File: config.mk
export PLATFORM = sky130hd
export DESIGN_NAME = stage_ex_muldiv
export DESIGN_NICKNAME = d
export VERILOG_FILES = /design/src/rtl/stage_ex_muldiv_pkg.sv /design/src/rtl/stage_ex_muldiv_divider.sv /design/src/rtl/stage_ex_muldiv.sv
export SDC_FILE = /design/constraint.sdc
export NUM_CORES = 1
export LEC_CHECK = 0
export ABC_AREA = 1
export BUFFER_PORTS_ARGS = -buffer_cell sky130_fd_sc_hd__buf_2
export CORE_MARGIN = 2
export CORE_UTILIZATION = 55
export CTS_BUF_LIST = sky130_fd_sc_hd__clkbuf_4
export DETAILED_ROUTE_END_ITERATION = 8
export GPL_ROUTABILITY_DRIVEN = 0
export PLACE_DENSITY = 0.73
export SLEW_MARGIN = 10
export SYNTH_ARGS = -nofsm -noshare
export SYNTH_HDL_FRONTEND = slang
export SYNTH_SLANG_ARGS = --single-unit
File: constraint.sdc
create_clock -name clk -period 4.5 [get_ports clk]
set_input_delay 0.225 -clock clk [delete_from_list [all_inputs] [get_ports clk]]
set_output_delay 0.225 -clock clk [all_outputs]
set_load 0.02 [all_outputs]
File: src/rtl/stage_ex_muldiv_pkg.sv
// Shared definitions for the EX-stage multiply/divide unit:
// aluop encodings and the control FSM state type.
package stage_ex_muldiv_pkg;

  localparam logic [2:0] OP_MUL    = 3'd0;
  localparam logic [2:0] OP_MULH   = 3'd1;
  localparam logic [2:0] OP_MULHSU = 3'd2;
  localparam logic [2:0] OP_MULHU  = 3'd3;
  localparam logic [2:0] OP_DIV    = 3'd4;
  localparam logic [2:0] OP_DIVU   = 3'd5;
  localparam logic [2:0] OP_REM    = 3'd6;
  localparam logic [2:0] OP_REMU   = 3'd7;

  typedef enum logic [1:0] {
    IDLE,
    MUL,
    DIV,
    DONE
  } state_e;

  function automatic logic is_div_op(
    input logic [2:0] op
  );
    return op[2];
  endfunction

  function automatic logic is_rem_op(
    input logic [2:0] op
  );
    return op[2] & op[1];
  endfunction

endpackage

File: src/rtl/stage_ex_muldiv_divider.sv
// Unsigned restoring divider, one quotient bit per cycle.
// quot_o/rem_o carry the values produced by the current step.
module muldiv_divider
  import stage_ex_muldiv_pkg::*;
#(
  parameter int XLEN = 32
) (
  input  logic            clk,
  input  logic            reset_n,
  input  logic            abort_i,
  input  logic            start_i,
  input  logic [XLEN-1:0] dividend_i,
  input  logic [XLEN-1:0] divisor_i,
  output logic            done_o,
  output logic [XLEN-1:0] quot_o,
  output logic [XLEN-1:0] rem_o
);

  localparam int CW = $clog2(XLEN) + 1;
  localparam logic [CW-1:0] LAST = CW'(XLEN - 1);

  logic            busy_q, busy_d;
  logic [CW-1:0]   cnt_q, cnt_d;
  logic [XLEN-1:0] quot_q, quot_d;
  logic [XLEN-1:0] rem_q, rem_d;
  logic [XLEN-1:0] dvsr_q, dvsr_d;

  logic [XLEN:0]   shifted;
  logic            fits;
  logic [XLEN-1:0] quot_step;
  logic [XLEN-1:0] rem_step;

  always_comb begin
    shifted   = {rem_q, quot_q[XLEN-1]};
    fits      = shifted >= {1'b0, dvsr_q};
    rem_step  = fits ? XLEN'(shifted - {1'b0, dvsr_q})
                     : shifted[XLEN-1:0];
    quot_step = {quot_q[XLEN-2:0], fits};

    busy_d = busy_q;
    cnt_d  = cnt_q;
    quot_d = quot_q;
    rem_d  = rem_q;
    dvsr_d = dvsr_q;

    if (start_i) begin
      busy_d = 1'b1;
      cnt_d  = '0;
      quot_d = dividend_i;
      rem_d  = '0;
      dvsr_d = divisor_i;
    end else if (busy_q) begin
      quot_d = quot_step;
      rem_d  = rem_step;
      cnt_d  = cnt_q + 1'b1;
      if (cnt_q == LAST) begin
        busy_d = 1'b0;
        cnt_d  = '0;
      end
    end

    if (abort_i) begin
      busy_d = 1'b0;
      cnt_d  = '0;
    end
  end

  always_ff @(posedge clk) begin
    if (!reset_n) begin
      busy_q <= 1'b0;
      cnt_q  <= '0;
      quot_q <= '0;
      rem_q  <= '0;
      dvsr_q <= '0;
    end else begin
      busy_q <= busy_d;
      cnt_q  <= cnt_d;
      quot_q <= quot_d;
      rem_q  <= rem_d;
      dvsr_q <= dvsr_d;
    end
  end

  assign done_o = busy_q && (cnt_q == LAST);
  assign quot_o = quot_step;
  assign rem_o  = rem_step;

endmodule

File: src/rtl/stage_ex_muldiv.sv
// EX-stage RV32M multiply/divide unit. MULDIV_FAST_MUL_EN selects a
// single-cycle multiplier instead of the iterative shift-add one.
module stage_ex_muldiv
  import stage_ex_muldiv_pkg::*;
#(
  parameter int XLEN       = 32,
  parameter int REG_ADDR_W = 5
) (
  input  logic                  clk,
  input  logic                  reset_n,
  input  logic                  flush,
  input  logic                  valid_i,
  output logic                  ready_o,
  input  logic [2:0]            aluop,
  input  logic [XLEN-1:0]       op1,
  input  logic [XLEN-1:0]       op2,
  input  logic                  write_i,
  input  logic [REG_ADDR_W-1:0] regw_addr_i,
  output logic                  valid_o,
  input  logic                  ready_i,
  output logic                  write_o,
  output logic [REG_ADDR_W-1:0] regw_addr_o,
  output logic [XLEN-1:0]       regw_data,
  output logic                  stall_ex
);

  localparam int CW = $clog2(XLEN) + 1;
  localparam logic [CW-1:0] LAST = CW'(XLEN - 1);
  localparam logic [XLEN-1:0] MIN_NEG =
    {1'b1, {(XLEN-1){1'b0}}};

  state_e                state_q, state_d;
  logic [CW-1:0]         cnt_q, cnt_d;
  logic [2:0]            op_q, op_d;
  logic                  wr_q, wr_d;
  logic [REG_ADDR_W-1:0] addr_q, addr_d;
  logic                  neg_q, neg_d;
  logic [XLEN-1:0]       mcand_q, mcand_d;
  logic [2*XLEN-1:0]     prod_q, prod_d;
  logic [XLEN-1:0]       res_q, res_d;

  logic                  accept;
  logic                  a_sgn, b_sgn;
  logic                  a_neg, b_neg;
  logic [XLEN-1:0]       abs_a, abs_b;
  logic [XLEN:0]         mul_sum;
  logic [2*XLEN-1:0]     mul_next;
  logic                  div_start, div_done;
  logic [XLEN-1:0]       div_quot, div_rem;

  function automatic logic [XLEN-1:0] mul_sel(
    input logic [2:0]        op,
    input logic              neg,
    input logic [2*XLEN-1:0] p
  );
    logic [2*XLEN-1:0] s;
    s = neg ? -p : p;
    if (op == OP_MUL) return s[XLEN-1:0];
    return s[2*XLEN-1:XLEN];
  endfunction

  function automatic logic [XLEN-1:0] div_sel(
    input logic [2:0]      op,
    input logic            neg,
    input logic [XLEN-1:0] q,
    input logic [XLEN-1:0] r
  );
    logic [XLEN-1:0] x;
    x = is_rem_op(op) ? r : q;
    return neg ? -x : x;
  endfunction

  always_comb begin
    a_sgn = 1'b0;
    b_sgn = 1'b0;
    unique case (aluop)
      OP_MULH, OP_DIV, OP_REM: begin
        a_sgn = 1'b1;
        b_sgn = 1'b1;
      end
      OP_MULHSU: a_sgn = 1'b1;
      default: ;
    endcase
  end

  assign a_neg = a_sgn & op1[XLEN-1];
  assign b_neg = b_sgn & op2[XLEN-1];
  assign abs_a = a_neg ? -op1 : op1;
  assign abs_b = b_neg ? -op2 : op2;

  assign accept = valid_i && (state_q == IDLE) && !flush;

  // Right-shifting accumulator: high half sums, low half holds multiplier.
  assign mul_sum  = {1'b0, prod_q[2*XLEN-1:XLEN]}
                  + (prod_q[0] ? {1'b0, mcand_q} : '0);
  assign mul_next = {mul_sum, prod_q[XLEN-1:1]};

`ifdef MULDIV_FAST_MUL_EN
  logic [2*XLEN-1:0] fast_prod;
  assign fast_prod = {{XLEN{1'b0}}, abs_a}
                   * {{XLEN{1'b0}}, abs_b};
`endif

  always_comb begin
    state_d   = state_q;
    cnt_d     = cnt_q;
    op_d      = op_q;
    wr_d      = wr_q;
    addr_d    = addr_q;
    neg_d     = neg_q;
    mcand_d   = mcand_q;
    prod_d    = prod_q;
    res_d     = res_q;
    div_start = 1'b0;

    unique case (state_q)
      IDLE: begin
        if (accept) begin
          op_d   = aluop;
          wr_d   = write_i;
          addr_d = regw_addr_i;
          cnt_d  = '0;
          if (is_div_op(aluop)) begin
            neg_d = is_rem_op(aluop) ? a_neg
                                     : a_neg ^ b_neg;
            if (op2 == '0) begin
              state_d = DONE;
              res_d   = is_rem_op(aluop) ? op1 : '1;
            end else if (a_sgn && op1 == MIN_NEG
                         && op2 == '1) begin
              state_d = DONE;
              res_d   = is_rem_op(aluop) ? '0 : op1;
            end else begin
              state_d   = DIV;
              div_start = 1'b1;
            end
          end else begin
            neg_d = a_neg ^ b_neg;
`ifdef MULDIV_FAST_MUL_EN
            state_d = DONE;
            res_d   = mul_sel(aluop, a_neg ^ b_neg,
                              fast_prod);
`else
            state_d = MUL;
            mcand_d = abs_a;
            prod_d  = {{XLEN{1'b0}}, abs_b};
`endif
          end
        end
      end
      MUL: begin
        prod_d = mul_next;
        cnt_d  = cnt_q + 1'b1;
        if (cnt_q == LAST) begin
          state_d = DONE;
          cnt_d   = '0;
          res_d   = mul_sel(op_q, neg_q, mul_next);
        end
      end
      DIV: begin
        if (div_done) begin
          state_d = DONE;
          res_d   = div_sel(op_q, neg_q,
                            div_quot, div_rem);
        end
      end
      DONE: begin
        if (ready_i) state_d = IDLE;
      end
      default: state_d = IDLE;
    endcase

    if (flush) begin
      state_d = IDLE;
      cnt_d   = '0;
    end
  end

  always_ff @(posedge clk) begin
    if (!reset_n) begin
      state_q <= IDLE;
      cnt_q   <= '0;
      op_q    <= '0;
      wr_q    <= 1'b0;
      addr_q  <= '0;
      neg_q   <= 1'b0;
      mcand_q <= '0;
      prod_q  <= '0;
      res_q   <= '0;
    end else begin
      state_q <= state_d;
      cnt_q   <= cnt_d;
      op_q    <= op_d;
      wr_q    <= wr_d;
      addr_q  <= addr_d;
      neg_q   <= neg_d;
      mcand_q <= mcand_d;
      prod_q  <= prod_d;
      res_q   <= res_d;
    end
  end

  muldiv_divider #(
    .XLEN(XLEN)
  ) u_div (
    .clk       (clk),
    .reset_n   (reset_n),
    .abort_i   (flush),
    .start_i   (div_start),
    .dividend_i(abs_a),
    .divisor_i (abs_b),
    .done_o    (div_done),
    .quot_o    (div_quot),
    .rem_o     (div_rem)
  );

  assign ready_o     = (state_q == IDLE);
  assign stall_ex    = (state_q != IDLE);
  assign valid_o     = (state_q == DONE);
  assign write_o     = valid_o & wr_q;
  assign regw_addr_o = valid_o ? addr_q : '0;
  assign regw_data   = valid_o ? res_q : '0;

endmodule

Word-level counts from Yosys, hierarchy flattened
Cells that the tools add are included.
- register bits after elaboration: 249
- output and inout bits: 41
- logic and storage cells: 125
- eq/ne operators: 18
- reductions and logical operators: 24
- bitwise operators: 8
- order comparisons: 1
- add/subtract/negate cells: 8
- muxes and demuxes: 52
- operators by type and width (cell ; count):
    two-way mux 32 bit ; 19
    two-way mux 64 bit ; 3
    case mux 64 bit (2 select lines) ; 1
    negation 32 bit ; 3
    case mux 32 bit (3 select lines) ; 1
    equality test 32 bit, second input constant ; 2
    negation 64 bit ; 1
    adder 32 x 32 -> 33 bit ; 1
    >= comparator 33 x 32 -> 1 bit ; 1
    logical NOT 32 bit ; 1
    subtractor 32 bit ; 1
    two-way mux 6 bit ; 3
    two-way mux 1 bit ; 17
    adder 6 x 1 -> 6 bit, second input constant ; 2
    equality test 6 x 5 -> 1 bit, second input constant ; 2
    case mux 6 bit (2 select lines) ; 1
    two-way mux 2 bit ; 5
    case mux 2 bit (4 select lines) ; 1
    equality test 3 bit, second input constant ; 2
    inequality test 2 x 1 -> 1 bit, second input constant ; 3
    inequality test 2 bit, second input constant ; 3
    AND reduction 3 bit ; 2
    AND reduction 6 bit ; 1
    nonzero test 2 bit ; 3
    other kinds (19) ; 32

Depth between registers and ports, before layout
- word-level depth: 11
- gate-level depth with buffers: 30

Modules after synthesis
A second synthesis with hierarchy kept.
- cells, all modules: 3825
- area, all modules: 22140.0 µm²
- modules (own cells, without submodules) (module ; cells an instance ; times used ; area an instance (µm²) ; seq. area each (µm²)):
    stage_ex_muldiv ; 2652 ; 1 ; 14784.2 ; 2922.8
    muldiv_divider ; 1173 ; 1 ; 7355.8 ; 2062.0

Worst setup path before layout
OpenSTA, ideal clock, no wires.
- kind: register to register
- start: register prod_q[0]
- end: register res_q[26]
- period minus slack after synthesis: 3223 ps
- path slack: 1277 ps
- buffers on the path: 2
- arrival: 3087 ps
- stages on the path, launching flop included: 26
- setup time: 135 ps
- cell sequence: dfxtp_1 clkbuf_1 clkbuf_1 nand2_1 inv_1 ha_1 fa_1 nand3_1 nand2_2 nand2_1 nand2_1 xor2_1 nor2_1 nand3_1 nor2_2 nand2_1 nor2_2 nand3_1 nand2_2 nand2_1 nand2_1 nand3_1 a21oi_1 nand2_1 nand2_1 a21oi_1
- word-level cells in the longest chain between the ends: 7
- RTL lines (what ; RTL line ; RTL):
    from (decl) ; stage_ex_muldiv.sv:39 ; logic [2*XLEN-1:0] prod_q, prod_d;
    from (signal assigned) ; stage_ex_muldiv.sv:198 ; prod_q <= prod_d;
    two-way mux 32 bit * ; stage_ex_muldiv.sv:95 ; + (prod_q[0] ? {1'b0, mcand_q} : '0);
    adder 32 x 32 -> 33 bit * ; stage_ex_muldiv.sv:95 ;
    negation 64 bit ; stage_ex_muldiv.sv:57 ; s = neg ? -p : p;
    two-way mux 64 bit * ; stage_ex_muldiv.sv:57 ;
    two-way mux 32 bit * ; stage_ex_muldiv.sv:59 ; return s[2*XLEN-1:XLEN];
    two-way mux 32 bit * ; stage_ex_muldiv.sv:154 ; if (cnt_q == LAST) begin
    case mux 32 bit (3 select lines) * ; stage_ex_muldiv.sv:116 ; unique case (state_q)
    to (signal assigned) ; stage_ex_muldiv.sv:199 ; res_q <= res_d;
    to (decl) ; stage_ex_muldiv.sv:40 ; logic [XLEN-1:0] res_q, res_d;
Every way passes the cells marked *; elsewhere a longest branch is shown, timed or not. The select of a mux whose other input is x is not followed.
A chain may end at the register's enable or synchronous reset.

Final worst setup path
- start: input op1[0]
- end: register res_q[23]
- word-level cells in the longest chain between the ends: 5
- RTL lines (what ; RTL line ; RTL):
    from (decl) ; stage_ex_muldiv.sv:15 ; input logic [XLEN-1:0] op1,
    equality test 32 bit ; stage_ex_muldiv.sv:129 ; end else if (a_sgn && op1 == MIN_NEG
    logical AND 1 bit ; stage_ex_muldiv.sv:129 ;
    logical AND 1 bit ; stage_ex_muldiv.sv:130 ; && op2 == '1) begin
    inequality test 3 x 1 -> 1 bit (no source line) ; n/a ;
    AND reduction 6 bit (no source line) ; n/a ;
No other way between the ends.

==> flow_summary_export.csv <==
group,metric,value,unit
yosys,synth_fp_nets,3761,
power,switching_share,0.415,
min_path,hold_path_end,"prod_q[31]$_SDFFE_PN0P_",
grt,grt_antenna_before_repair,3,
setup_path,crit_arrival,4.84,ns
place,port-buffer-count,118,
power,p_sw,2.92,mW
grt,grt_pass1_wl,124000,um
timing,setup_viol,0,
yosys,synth_edf_count,0,
final_layout,final_core_util,0.628,
route,avgViaCountPerCell,5.83,
grt,grt_max_degree,75,
route,wire_per_inst,18.6,um
route,drtPass1Iterations,7,
final_layout,fin_nets,3923,
floorplanning,initial_core_util,0.559,
final_layout,drive_above_1_share,0.0970,
timing,min_period,4.12,ns
power,clock_power_share,0.312,
timing,tightest_slew,0.986,ns
yosys,async_flop_share,0,
setup_path,reg2reg_depth,26,
route,vias,25200,
yosys,ys_ff_latch,249,
clocking,cts_buffers,75,
timing,slew_headroom,0.342,
setup_path,slowest_delay,0.69,ns
floorplanning,die_h,200,um
floorplanning,rows,71,
clocking,clkLatencyLatePin,0.82,ns
floorplanning,die_x,200,um
run,maxCapViolCount,0,
clocking,cts_resized,0,
yosys,yosys.area.top_type_share,0.236,
setup_path,worst_setup_path_start_kind,"input pin",
timing,skew,0.0727,ns
route,drc_errors,0,
yosys,synthTopCellsByArea,"dfxtp_1, nand2_1, inv_1, a21oi_1, nand3_1",
floorplanning,core-area,37800,um2
power,sequentialPowerShare,0.336,
route,drt_wl_total,80600,um
yosys,seq_area_frac_synth,0.236,
yosys,netlist_area,21100,um2
setup_path,r2r_slack,0.38,ns
yosys,synth_ff_type,"dfxtp_1",
grt,grt_pass1_vias,23000,
clocking,cts_buffer_depth,3,
setup_path,cp-end-kind,"flip-flop",
place,hpwlAfterDp,61200,um
setup_path,slowest_stage,"nor4_1",
yosys,yosys-top-cells-count,"nand2_1, inv_1, nor2_1, a21oi_1, nand3_1",
clocking,htreeDepth,3,
power,combPwrFrac,0.352,
power,powerDensity,296,nW/um2
setup_path,worstSetupPathType,"in -> reg",
grt,track_usage,0.398,
setup_path,required,5.22,ns
yosys,synth.avg_cell_area,5.86,um2
floorplanning,die-area,40000,um2
floorplanning,io_pins,119,
timing,hold_viol,0,
setup_path,worstPathMaxFanout,56,
setup_path,path_cells,"dlygate4sd3_1 > buf_2 > inv_1 > ha_1 > nand4_1 > nor3_2 > nand2_1 > nor4_1 > nand4_1 > nand3_1 > inv_1 > nor4_4 > inv_2 > a21oi_1 > nand2_1 > a21oi_1",
yosys,netlist_instances,3605,
min_path,hp-class,"in -> reg",
final_layout,area_delta_synth_final,12.3,%
timing,min_period_over_period,0.916,
timing,rsz0062_at_grt,"no",
setup_path,r2r_start,"u_div.dvsr_q[6]$_SDFFE_PN0P_",
clocking,clk_pin_slew,0.07,ns
clocking,cts_root_buf,"clkbuf_4",
yosys,synth.most_common_cell,"nand2_1",
route,ant_nets,0,
timing,fin_tns_setup,0,ns
clocking,cts.sinks,249,
status,status,"finished, final reports clean",
clocking,cts_tree,"yes",
route,drt_iter0_drc,3083,
yosys,yosysWarnings,0,
power,ir_drop,215,uV
power,p_leak,12.2,nW
yosys,ys_types,54,
timing,fmax,0.243,GHz
yosys,synth_largest_area_cell,"dfxtp_1",
power,p_int,4.11,mW
timing,maxSlewViolCount,0,
grt,gr-total-overflow,0,
setup_path,reg2reg_to,"res_q[6]$_SDFFE_PN0P_",
min_path,hp-start,"op2[31]",
min_path,min_path_cells,3,
==> power by group through the flow <==
stage	clock network (mW)	logic [mW]	registers, mW
CTS	2.21	2.38	2.36
floorplan	0	1.68	2.38
global placement	0	2.28	2.40
finish	2.19	2.47	2.36
global route	2.33	2.69	2.37
detailed placement	0	2.31	2.41
==> layer usage <==
metal  share of wire  vias to the layer above  global-route usage
li1                -                    12000                   -
met1            0.40                    11400               0.527
met2            0.42                     1542               0.597
met5        0.000087                        -                   0
met4           0.051                        2               0.205
met3            0.13                      272               0.103
==> state kept, by name, indices dropped and copies added, names as in the netlist <==
register,cells
addr_q,5
cnt_q,6
mcand_q,32
neg_q,1
op_q,3
prod_q,64
res_q,32
state_q,2
u_div.busy_q,1
u_div.cnt_q,6
u_div.dvsr_q,32
u_div.quot_q,32
u_div.rem_q,32
wr_q,1
==> kinds of logic (layout without fill, tap and decap cells) <==
kind of cell               after synthesis  count (layout)  synth area share
adders and majority gates               78              78            0.0469
xor gates and xnor gates               101             101            0.0422
AOI/OAI and AO/OA                      723             723             0.188
DFF                                    249             249             0.236
buffers and inverters                  712             923             0.130
and+or+nand+nor                       1742            1742             0.357
other                                    0               2                 0
==> worst max path at each step <==
| stage | from | cells after the start | endpoint |
|---|---|---|---|
| floorplan | prod_q[0]$_SDFFE_PN0P_ | 25 | res_q[26]$_SDFFE_PN0P_ |
| finish | op1[0] | 16 | res_q[23]$_SDFFE_PN0P_ |
| CTS | u_div.dvsr_q[6]$_SDFFE_PN0P_ | 27 | res_q[10]$_SDFFE_PN0P_ |
| detailed placement | op1[0] | 15 | res_q[15]$_SDFFE_PN0P_ |
| global route | u_div.dvsr_q[8]$_SDFFE_PN0P_ | 26 | res_q[6]$_SDFFE_PN0P_ |
| global placement | op1[0] | 15 | res_q[23]$_SDFFE_PN0P_ |
==> per-stage QoR <==
step                      power, mW  hold WS, ns  instances  setup WS, ns  area, um2
after floorplan                4.06        0.368       3605          1.28      21100
after global placement         4.68        0.450       4125         0.324      22000
after detailed placement       4.72        0.458       4125         0.391      22000
after CTS                      6.94      0.00247       4327         0.623      23700
after global routing           7.38       0.0463       4328         0.173      23700
final                          7.03       0.0646       4329         0.378      23700
==> worst max-delay path: cells and delay by family <==
| family | cells | cell delay [ns] |
|---|---|---|
| AND/OR/NAND/NOR | 8 | 2.14 |
| buffers and inverters | 5 | 1.55 |
| AO/OA/AOI/OAI | 2 | 0.63 |
| adder cells (fa/ha/maj) | 1 | 0.27 |
==> final cells by class <==
type	count	area [um2]
multi-input cells	2644	13400
clock inverters	26	150
diodes	2	5.00
fillers	3713	14000
repair buffers	231	1640
inverters	566	2120
clock buffers	100	751
well taps	511	639
flip-flops and latches	249	4990
==> what timing repair did <==
action,in CTS,in global routing
buffers inserted,0,0
hold buffers,76,0
hold endpoints to repair,123,0
==> cells in the final DEF (no fill, tap or decap), types with 8 or more instances in the layout <==
cell and n:
nor4_1 13, a31oi_1 8, o22ai_1 28, nor2_2 16
nand2_2 23, nor3_1 44, nand4_1 40, o211ai_1 47
nand3b_1 14, buf_4 36, a22oi_1 30, xnor2_1 24
nand3_1 293, nor2_1 302, ha_1 76, inv_2 13
dlygate4sd3_1 76, clkinv_1 20, clkbuf_4 100, a21oi_1 293
inv_1 550, nand3_2 8, buf_2 118, nand2_1 950
o21ai_0 274, o21ai_1 9, xor2_1 76, dfxtp_1 247
Note: power is estimated with default switching activity, not from simulation.
